<file path="src/rtl/reg_port_arbiter.sv">
// Shares the reg_file's single address-1 port between two writeback sources and an operand reader.
// Clears every register after reset, suppresses r0 writes, and bounds read starvation.
module reg_port_arbiter #(
  parameter int DATA_W       = 16,
  parameter int ADDR_W       = 5,
  parameter int STARVE_LIMIT = 4,
  parameter int R0_HARDWIRED = 1
) (
  input  logic              clk,
  input  logic              rst,
  input  logic              wa_valid,
  input  logic [ADDR_W-1:0] wa_addr,
  input  logic [DATA_W-1:0] wa_data,
  output logic              wa_ready,
  input  logic              wb_valid,
  input  logic [ADDR_W-1:0] wb_addr,
  input  logic [DATA_W-1:0] wb_data,
  output logic              wb_ready,
  input  logic              rd_valid,
  input  logic [ADDR_W-1:0] rd_addr1,
  input  logic [ADDR_W-1:0] rd_addr2,
  output logic              rd_ready,
  output logic              rd_data_valid,
  output logic [DATA_W-1:0] rd_data_1,
  output logic [DATA_W-1:0] rd_data_2,
  output logic [ADDR_W-1:0] reg_addr1,
  output logic [ADDR_W-1:0] reg_addr2,
  output logic [DATA_W-1:0] reg_din,
  output logic              reg_wr,
  input  logic [DATA_W-1:0] reg_out_1,
  input  logic [DATA_W-1:0] reg_out_2,
  output logic              busy,
  output logic              dbg_run
);

  localparam int NUM_REGS = 2 ** ADDR_W;

  typedef enum logic {S_CLEAR, S_RUN} state_t;

  // Handshake: a requester holds valid/addr/data stable until its ready is 1;
  // the transfer happens in the cycle where valid and ready are both 1.
  state_t              state;
  logic [ADDR_W-1:0]   clr_idx;
  logic [3:0]          starve_cnt;
  logic                last_b;
  logic                rd_vld_q;
  logic [DATA_W-1:0]   rd_q1;
  logic [DATA_W-1:0]   rd_q2;

  logic                run;
  logic                any_w;
  logic                starved;
  logic                rd_win;
  logic                w_win;
  logic                pick_b;
  logic [ADDR_W-1:0]   w_addr;
  logic [DATA_W-1:0]   w_data;

  assign run     = (state == S_RUN) && !rst;
  assign any_w   = wa_valid || wb_valid;
  assign starved = (starve_cnt == 4'(STARVE_LIMIT));
  assign rd_win  = run && rd_valid && (!any_w || starved);
  assign w_win   = run && any_w && !rd_win;
  // With both writers valid, the one that did not win last time goes next.
  assign pick_b  = wb_valid && (!wa_valid || !last_b);
  assign w_addr  = pick_b ? wb_addr : wa_addr;
  assign w_data  = pick_b ? wb_data : wa_data;

  assign wa_ready = w_win && !pick_b;
  assign wb_ready = w_win && pick_b;
  assign rd_ready = rd_win;

  always_comb begin
    reg_wr    = 1'b0;
    reg_addr1 = '0;
    reg_addr2 = rd_addr2;
    reg_din   = '0;
    if (state == S_CLEAR) begin
      reg_wr    = !rst;
      reg_addr1 = clr_idx;
      reg_addr2 = '0;
    end else if (w_win) begin
      reg_addr1 = w_addr;
      reg_din   = w_data;
      reg_wr    = !((R0_HARDWIRED != 0) && (w_addr == '0));
    end else if (rd_win) begin
      reg_addr1 = rd_addr1;
    end
  end

  assign busy          = rst || (state == S_CLEAR);
  assign dbg_run       = (state == S_RUN);
  assign rd_data_valid = rd_vld_q && !rst;
  assign rd_data_1     = rst ? '0 : rd_q1;
  assign rd_data_2     = rst ? '0 : rd_q2;

  always_ff @(posedge clk) begin
    if (rst) begin
      state      <= S_CLEAR;
      clr_idx    <= '0;
      starve_cnt <= '0;
      last_b     <= 1'b1;
      rd_vld_q   <= 1'b0;
      rd_q1      <= '0;
      rd_q2      <= '0;
    end else begin
      rd_vld_q <= rd_win;
      if (rd_win) begin
        rd_q1 <= reg_out_1;
        rd_q2 <= reg_out_2;
      end
      case (state)
        S_CLEAR: begin
          clr_idx    <= clr_idx + 1'b1;
          starve_cnt <= '0;
          if (clr_idx == ADDR_W'(NUM_REGS - 1)) state <= S_RUN;
        end
        S_RUN: begin
          if (w_win) last_b <= pick_b;
          if (w_win && rd_valid)
            starve_cnt <= starved ? starve_cnt : starve_cnt + 4'd1;
          else
            starve_cnt <= '0;
        end
        default: state <= S_CLEAR;
      endcase
    end
  end

endmodule
</file>
<file path="config.mk">
export PLATFORM = sky130hd
export DESIGN_NAME = reg_port_arbiter
export DESIGN_NICKNAME = d
export VERILOG_FILES = /design/src/rtl/reg_port_arbiter.sv
export SDC_FILE = /design/constraint.sdc
export NUM_CORES = 1
export LEC_CHECK = 0
export CAP_MARGIN = 0
export CORE_MARGIN = 4
export CORE_UTILIZATION = 46
export DETAILED_ROUTE_END_ITERATION = 6
export DONT_BUFFER_PORTS = 1
export GPL_TIMING_DRIVEN = 1
export SLEW_MARGIN = 20
export SYNTH_ARGS = -nofsm -noshare
export SYNTH_HDL_FRONTEND = slang
export SYNTH_SLANG_ARGS = --single-unit
</file>
<file path="constraint.sdc">
create_clock -name clk -period 2 [get_ports clk]
set_input_delay 0.1 -clock clk [delete_from_list [all_inputs] [get_ports clk]]
set_output_delay 0.1 -clock clk [all_outputs]
set_load 0.01 [all_outputs]
</file>
==> Yosys cells after proc, flatten, opt, wreduce, memory -nomap -nowiden <==
Index checks and enable logic that the tools add are counted.
{ "op_classes": {"addsub": 2, "n_eq_ne": 3, "n_mux": 17, "n_bitwise": 1, "n_reduce_logical": 23} }
{ "op_table": {"columns": ["op", "count"], "rows": [
  ["$mux W16", 5],
  ["$mux W5", 5],
  ["$logic_and A1 B1 Y1", 10],
  ["$mux W4", 2],
  ["$pmux W4 S2", 1],
  ["$logic_not A1 Y1", 7],
  ["$add A5 B1 Y5 const B", 1],
  ["$eq A5 B5 Y1 const B", 1],
  ["$logic_not A5 Y1", 1],
  ["$add A4 B1 Y4 const B", 1],
  ["$eq A4 B3 Y1 const B", 1],
  ["$logic_or A1 B1 Y1", 4],
  ["$mux W1", 4],
  ["$ne A3 B3 Y1 const B", 1],
  ["$reduce_and A2 Y1", 1],
  ["$not A1 Y1", 1]
]} }
{ "totals": {"regBits": 44, "wordCells": 53} }

==> Logic depth before layout (Yosys ltp) <==
Gate-level depths: netlist of the first run.
{ "logic_depth": {"word_depth": 9, "ltp_mapped": 9, "ltp_nobuf": 7} }

==> Worst setup path after synthesis of the first run <==
Ideal clock, no wire load.
{ "synth_path": {"kind": "reg2out", "start": "register starve_cnt[0]", "end": "output port reg_din[10]", "arrival_ns": 1.652, "required_ns": 1.900, "path_slack_ns": 0.248, "stages_incl_launch_ff": 9, "n_path_buf": 2, "path_cell_list": "dfxtp_1 inv_1 ha_1 and3b_1 a211o_1 buf_6 nor2_8 buf_6 a22o_1"} }
{ "synth_between": {"elab_chain_len": 7} }
{ "synth_lines": {"columns": ["item", "line_no", "rtl"], "rows": [
  ["start, declared", "44", "logic [3:0] starve_cnt;"],
  ["start signal, assigned", "121", "starve_cnt <= starved ? starve_cnt : starve_cnt + 4'd1;"],
  ["$eq A4 B3 Y1", "61", "assign starved = (starve_cnt == 4'(STARVE_LIMIT));"],
  ["$logic_or A1 B1 Y1", "62", "assign rd_win = run && rd_valid && (!any_w || starved);"],
  ["$logic_and A1 B1 Y1", "62", null],
  ["$logic_not A1 Y1", "63", "assign w_win = run && any_w && !rd_win;"],
  ["$logic_and A1 B1 Y1", "63", null],
  ["$mux W16", "82", "end else if (w_win) begin"],
  ["$mux W16", "78", "if (state == S_CLEAR) begin"],
  ["end, declared", "28", "output logic [DATA_W-1:0] reg_din,"]
]} }
Every way passes these cells.

==> Final worst setup path of the first run <==
{ "layout_path": {"start": "register starve_cnt[0]", "end": "output port reg_din[8]"} }
The elaborated chain is that of the path after synthesis.

==> run_results.csv, run 1 <==
group,metric,value,unit
layout,drive_above_1_share,17.24,%
logic_synthesis,synthSimpleGateAreaFrac,28.85,%
layout,layout.nets,413,
die,num_rows,25,
logic_synthesis,avgSynthCellArea,7.987,sq um
sta,finalCriticalPeriod,1.983,ns
logic_synthesis,synth_nets,377,
worst_setup_path,start_kind,"register",
grt,grt_max_degree,40,
pwr,worst_ir_drop_vdd,0.4224,mV
logic_synthesis,synthArstFlopShare,0,%
die,die_w,78.23,microns
grt,grt-ovfl-total,0,
worst_setup_path,timing.reg2reg.setup_slack,0.17,ns
logic_synthesis,synth-main-ff-cell,"dfxtp_1",
die,core_area,4755,sq um
die,dieHeight,78.23,microns
detailed_routing,drc,0,
sta,setup-violations-final,0,
cts,cts.sinks,44,
cts,cts_buffers,5,
die,initial_core_util,47.71,%
logic_synthesis,netlist.area_leader.share,38.83,%
worst_setup_path,r2r-end,"last_b",
detailed_routing,vias,2078,
layout,antenna_cells,0,
grt,antenna_found_initial,0,
cts,path_clk_slew,0.07,ns
placement,place_ws,0.04681,ns
detailed_routing,vias_per_cell,5.383,
detailed_routing,top_layer_used,"met4",
logic_synthesis,synth_compound_area_share,18.15,%
logic_synthesis,synth_adder_area_share,2.206,%
worst_setup_path,cp-startpoint,"starve_cnt[0]",
worst_setup_path,endpoint_kind,"output port",
logic_synthesis,synth_top_area_cell,"dfxtp_1",
detailed_routing,wirelength,6.406,mm
logic_synthesis,synth_seq_cells,44,
logic_synthesis,synth_edf_count,0,
logic_synthesis,synth-seq-area-share,38.83,%
die,die-area,6119,sq um
worst_setup_path,r2r-start,"starve_cnt[0]",
sta,worst_pin_slew,0.3481,ns
cts,tritoncts,"done",
detailed_routing,met2_length,3.301,mm
grt,grt_pass1_vias,1989,
sta,holdWs,0.1133,ns
cts,clk_latency,0.28,ns
logic_synthesis,yosysWarningCount,0,
sta,fin_crit_sh,99.17,%
logic_synthesis,synth_top_family_by_area,"simple AND/OR/NAND/NOR gates",
grt,track_usage,20.14,%
cts,clockBufferDepth,2,
detailed_routing,wl_per_cell,16.60,microns
placement,place_hpwl,3.853,mm
run_status,outcome,"complete, no violations",
worst_setup_path,cp-endpoint,"reg_din[8]",
logic_synthesis,synthXorXnorAreaFrac,1.931,%
sta,maxSlewHeadroom,76.79,%
logic_synthesis,synth.area.mux_share,3.089,%
detailed_routing,ant_nets,0,
die,io_pins,154,
detailed_routing,drt_pass1_iterations,4,
job,drv_cap,0,
cts,clock_tree.root_cell,"clkbuf_8",
sta,hold_viol,0,
worst_setup_path,worstPathArrival,1.88,ns
worst_setup_path,crit_type,"reg2out",
detailed_routing,met1_length,2.684,mm
sta,skew,0.005391,ns
pwr,power_leakage,1.140,nW
worst_setup_path,crit_path_max_fanout,9,
worst_setup_path,required,1.90,ns
detailed_routing,drtIter0Drc,96,
sta,fmax,504.2,MHz
sta,setup_ws,0.01661,ns
pwr,p_per_area,550.1,nW/um^2
worst_hold_path,min-delay-path-class,"in2reg",
logic_synthesis,synth_area_leaders,"dfxtp_1, nand2_1, nor2b_1",
sta,grt_setup_unrepaired,"true",
layout,final_util,62.76,%
placement,gp_congestion,0.7621,
grt,grt_pass1_wl,9.908,mm
detailed_routing,dr_wl_met3,365,microns
placement,port_buffers,0,
cts,htree_levels,2,
logic_synthesis,syn_area,2268,sq um
layout,syn_to_final_growth,31.55,%
logic_synthesis,synth_cell_type_count,33,
logic_synthesis,netlist_instances,284,
sta,drv_slew,0,
worst_setup_path,rr_worst_depth,7,
## per-layer routing
layer / track usage, % / vias to the layer above
met4: 5.769 / 0
met2: 33.39 / 76
met1: 26.48 / 978
met5: 0 / -
li1: - / 1017
met3: 4.128 / 7
## timing repair
item,in CTS,in global routing
gates cloned,2,0
buffers inserted,6,1
hold endpoints to repair,39,0
pin swaps,11,9
hold buffers,33,0
gates resized for setup,27,9
endpoints found under the setup margin,24,24
## area by class of cell
| cell class | instances | area, sq um |
|---|---|---|
| Clock inverter | 1 | 30.03 |
| Tap cell | 67 | 83.83 |
| Fill cell | 439 | 1770 |
| Multi-Input combinational cell | 211 | 1394 |
| Sequential cell | 44 | 883.3 |
| Inverter | 9 | 36.28 |
| Timing Repair Buffer | 49 | 488.0 |
| Clock buffer | 5 | 68.82 |
## how the worst min path moves through the flow
| stage | from | endpoint | slack, ns | cells after the start |
|---|---|---|---|---|
| 2_1_floorplan | reg_out_1[0] | rd_q1[0] | 0.24 | 2 |
| 3_3_place_gp | rst | rd_q1[0] | 0.18 | 1 |
| 3_5_place_dp | rst | dbg_run | 0.18 | 1 |
| 4_1_cts | rst | rd_q2[10] | 0.1 | 2 |
| 5_1_grt | rst | rd_q1[2] | 0.11 | 2 |
| 6_report | rst | rd_q1[2] | 0.11 | 2 |
## critical path, stage by stage, from the launching register on
cell     delay, ns
dfxtp_2       0.34
inv_2         0.04
ha_4          0.14
and3b_2       0.21
a211o_4       0.42
nor2_8        0.25
a22o_4        0.20
## cell usage in the layout, fill, tap and decap left out, types with 4 or more instances in the layout
cell type,instances
nand2_1,66
dfxtp_1,42
nor2b_1,36
a21oi_1,32
dlygate4sd3_1,32
nor2_1,12
buf_4,11
a22o_4,9
mux2i_1,7
a22o_1,7
inv_1,5
and2_1,5
clkbuf_8,5
o21ai_2,4
buf_6,4
## power by group
group	internal [W]	switching [W]	leakage (nW)
combinational	0.0000765	0.0000535	0.734
sequential	0.000881	0.00000537	0.356
clock	0.000358	0.000267	0.0501
## kinds of logic (layout without fill, tap and decap cells)
family / Yosys count / after routing
AND/OR/NAND/NOR: 131 / 132
AO/OA/AOI/OAI: 63 / 63
flip-flops: 44 / 44
buffers and inverters: 30 / 64
multiplexers: 7 / 7
XOR/XNOR: 5 / 5
adder cells (fa/ha/maj): 4 / 4
## through the flow
stage	power, W	TNS [ns]	cell area, sq um	instances
detailed placement	0.0009601	0	2288	338
finish	0.001642	0	2984	386
global route	0.001716	-1.153	2984	386
floorplan	0.0009656	0	2268	284
global placement	0.0009601	0	2288	338
CTS	0.001663	-0.06090	2933	385
## flip-flops by register name, summed over array words and instances, names as in the netlist
signal      cells
clr_idx         5
rd_vld_q        1
rd_q1          16
dbg_run         1
starve_cnt      4
last_b          1
rd_q2          16
## synthesized netlist by cell type, types with 2 or more instances
cell type	n
a211o_1	2
a21oi_1	33
a22o_1	16
a2bb2oi_1	3
and2_1	5
and3_1	2
and3b_1	2
buf_2	6
buf_4	3
buf_6	2
clkbuf_1	9
dfxtp_1	44
ha_1	4
inv_1	7
inv_2	2
mux2i_1	7
nand2_1	66
nand2b_1	2
nand3_1	2
nor2_1	12
nor2_8	2
nor2b_1	36
nor4_1	2
o21ai_1	3
xnor2_1	3
xor2_1	2
Note: power is estimated with default switching activity, not from simulation.
==> inputs of run 2 (changes only) <==
--- a/config.mk
+++ b/config.mk
@@ -10,7 +10,7 @@
 export CORE_UTILIZATION = 46
 export DETAILED_ROUTE_END_ITERATION = 6
 export DONT_BUFFER_PORTS = 1
-export GPL_TIMING_DRIVEN = 1
+export GPL_TIMING_DRIVEN = 0
 export SLEW_MARGIN = 20
 export SYNTH_ARGS = -nofsm -noshare
 export SYNTH_HDL_FRONTEND = slang
==> constraint.sdc (replaced) <==
create_clock -name clk -period 2.34 [get_ports clk]
set_input_delay 0.117 -clock clk [delete_from_list [all_inputs] [get_ports clk]]
set_output_delay 0.117 -clock clk [all_outputs]
set_load 0.01 [all_outputs]
==> run_results.csv, run 2 (same netlist as run 1, synthesis figures left out) <==
group,metric,value,unit
run_status,outcome,"complete, no violations",
sta,maxSlewHeadroom,65.96,%
sta,worst_pin_slew,0.5106,ns
worst_setup_path,endpoint_kind,"output port",
cts,post_cts_buffers,0,
sta,holdWs,0.2222,ns
grt,grt_max_degree,13,
cts,cts_buffers,5,
detailed_routing,drt_pass1_iterations,4,
placement,gp_congestion,0.7993,
placement,port_buffers,0,
sta,grt_setup_unrepaired,"false",
grt,track_usage,19.51,%
cts,tritoncts,"done",
sta,setup-violations-final,0,
worst_setup_path,crit_type,"reg2out",
worst_setup_path,start_kind,"register",
cts,clockBufferDepth,2,
worst_hold_path,min_from,"wa_valid",
worst_hold_path,worstHoldPathCells,3,
placement,placed_cells,351,
pwr,finalPower,0.001304,W
detailed_routing,vias_per_cell,5.172,
sta,finalCriticalPeriod,2.200,ns
sta,skew,0.002135,ns
die,die_w,78.23,microns
layout,layout.nets,416,
layout,drive_above_1_share,7.430,%
die,num_rows,25,
worst_setup_path,timing.reg2reg.setup_slack,0.60,ns
pwr,worst_ir_drop_vdd,0.3213,mV
die,initial_core_util,47.71,%
cts,clk_latency,0.28,ns
layout,final_common_cell,"nand2_1",
detailed_routing,drc,0,
detailed_routing,ant_nets,0,
die,die-area,6119,sq um
job,drv_cap,0,
worst_setup_path,r2r-end,"rd_q2[9]",
worst_setup_path,rr_worst_depth,9,
cts,path_clk_slew,0.07,ns
pwr,power_leakage,1.028,nW
layout,fin_cells,390,
cts,clock_tree.root_cell,"clkbuf_8",
worst_setup_path,required,2.22,ns
detailed_routing,wirelength,6.099,mm
placement,place_hpwl,4.422,mm
die,io_pins,154,
detailed_routing,wl_per_cell,15.64,microns
pwr,p_per_area,472.6,nW/um^2
worst_hold_path,min-delay-path-class,"in2reg",
detailed_routing,drtIter0Drc,61,
sta,hold_viol,0,
layout,antenna_cells,0,
sta,fmax,454.5,MHz
detailed_routing,vias,2017,
cts,htree_levels,2,
grt,grt-ovfl-total,0,
layout,largest_registers,"rd_q1: 16 flops, rd_q2: 16 flops, clr_idx: 5 flops",
sta,drv_slew,0,
worst_hold_path,hold_end,"starve_cnt[1]",
worst_setup_path,r2r-start,"starve_cnt[0]",
layout,final_util,58.03,%
grt,grt_pass1_vias,1958,
die,dieHeight,78.23,microns
worst_setup_path,worstPathArrival,2.08,ns
worst_setup_path,crit_path_max_fanout,10,
sta,fin_crit_sh,94.03,%
cts,cts.sinks,44,
grt,grt_pass1_wl,9.508,mm
layout,syn_to_final_growth,21.62,%
die,core_area,4755,sq um
sta,setup_tns,0,ns
layout,final_cell_mix,"nand2_1, dfxtp_1, nor2b_1",
grt,antenna_found_initial,0,
run 2: how the worst max path moves through the flow:
stage | startpoint | to | slack [ns] | depth (start not counted)
2_1_floorplan | starve_cnt[0] | reg_din[10] | 0.57 | 8
3_3_place_gp | starve_cnt[0] | reg_addr1[1] | 0.41 | 7
3_5_place_dp | starve_cnt[0] | reg_addr1[1] | 0.41 | 7
4_1_cts | starve_cnt[0] | reg_addr1[1] | 0.08 | 7
5_1_grt | starve_cnt[0] | reg_din[8] | 0.01 | 8
6_report | starve_cnt[0] | reg_din[8] | 0.14 | 8
run 2: cell type report:
cell class                 count  area [sq um]
fill                         469          1996
multi-input combinational    210          1237
clock inverter                 1         5.005
timing repair buffer          32         320.3
sequential                    44         882.1
inverter                       9         33.78
tap                           67         83.83
clock buffer                   6         72.57
buffer                        21         123.9
run 2: worst max-delay path: stages, from the launching register on:
cell and delay [ns]:
dfxtp_2 0.36, inv_1 0.05, ha_1 0.18, and3b_1 0.23
a211o_1 0.32, buf_6 0.16, nor2_8 0.15, buf_6 0.16
a22o_1 0.20
run 2: per-stage QoR:
| stage | instance area, sq um | setup WS (ns) |
|---|---|---|
| after floorplan | 2268 | 0.5713 |
| after global placement | 2352 | 0.4139 |
| after detailed placement | 2352 | 0.4136 |
| after CTS | 2750 | 0.08280 |
| after global routing | 2759 | 0.01444 |
| final | 2759 | 0.1397 |
run 2: power by group:
part	internal, W	switching [W]	leakage [nW]	total, W
logic	0.0000574	0.0000530	0.631	0.000110
clock network	0.000203	0.000233	0.0410	0.000436
registers	0.000753	0.00000508	0.355	0.000758
run 2: routing by layer:
layer / GRT usage (%) / routed length [microns] / vias to the layer above
met5: 0 / 0 / -
met4: 5.245 / 44 / 0
met3: 4.702 / 386 / 5
met2: 32.53 / 2979 / 74
met1: 25.21 / 2689 / 921
li1: - / - / 1017
run 2: repair_timing:
item / CTS / global route
setup endpoints to repair: 0 / 10
resized for setup: 0 / 2
hold buffers: 32 / 0
endpoints found under the hold margin: 32 / 0
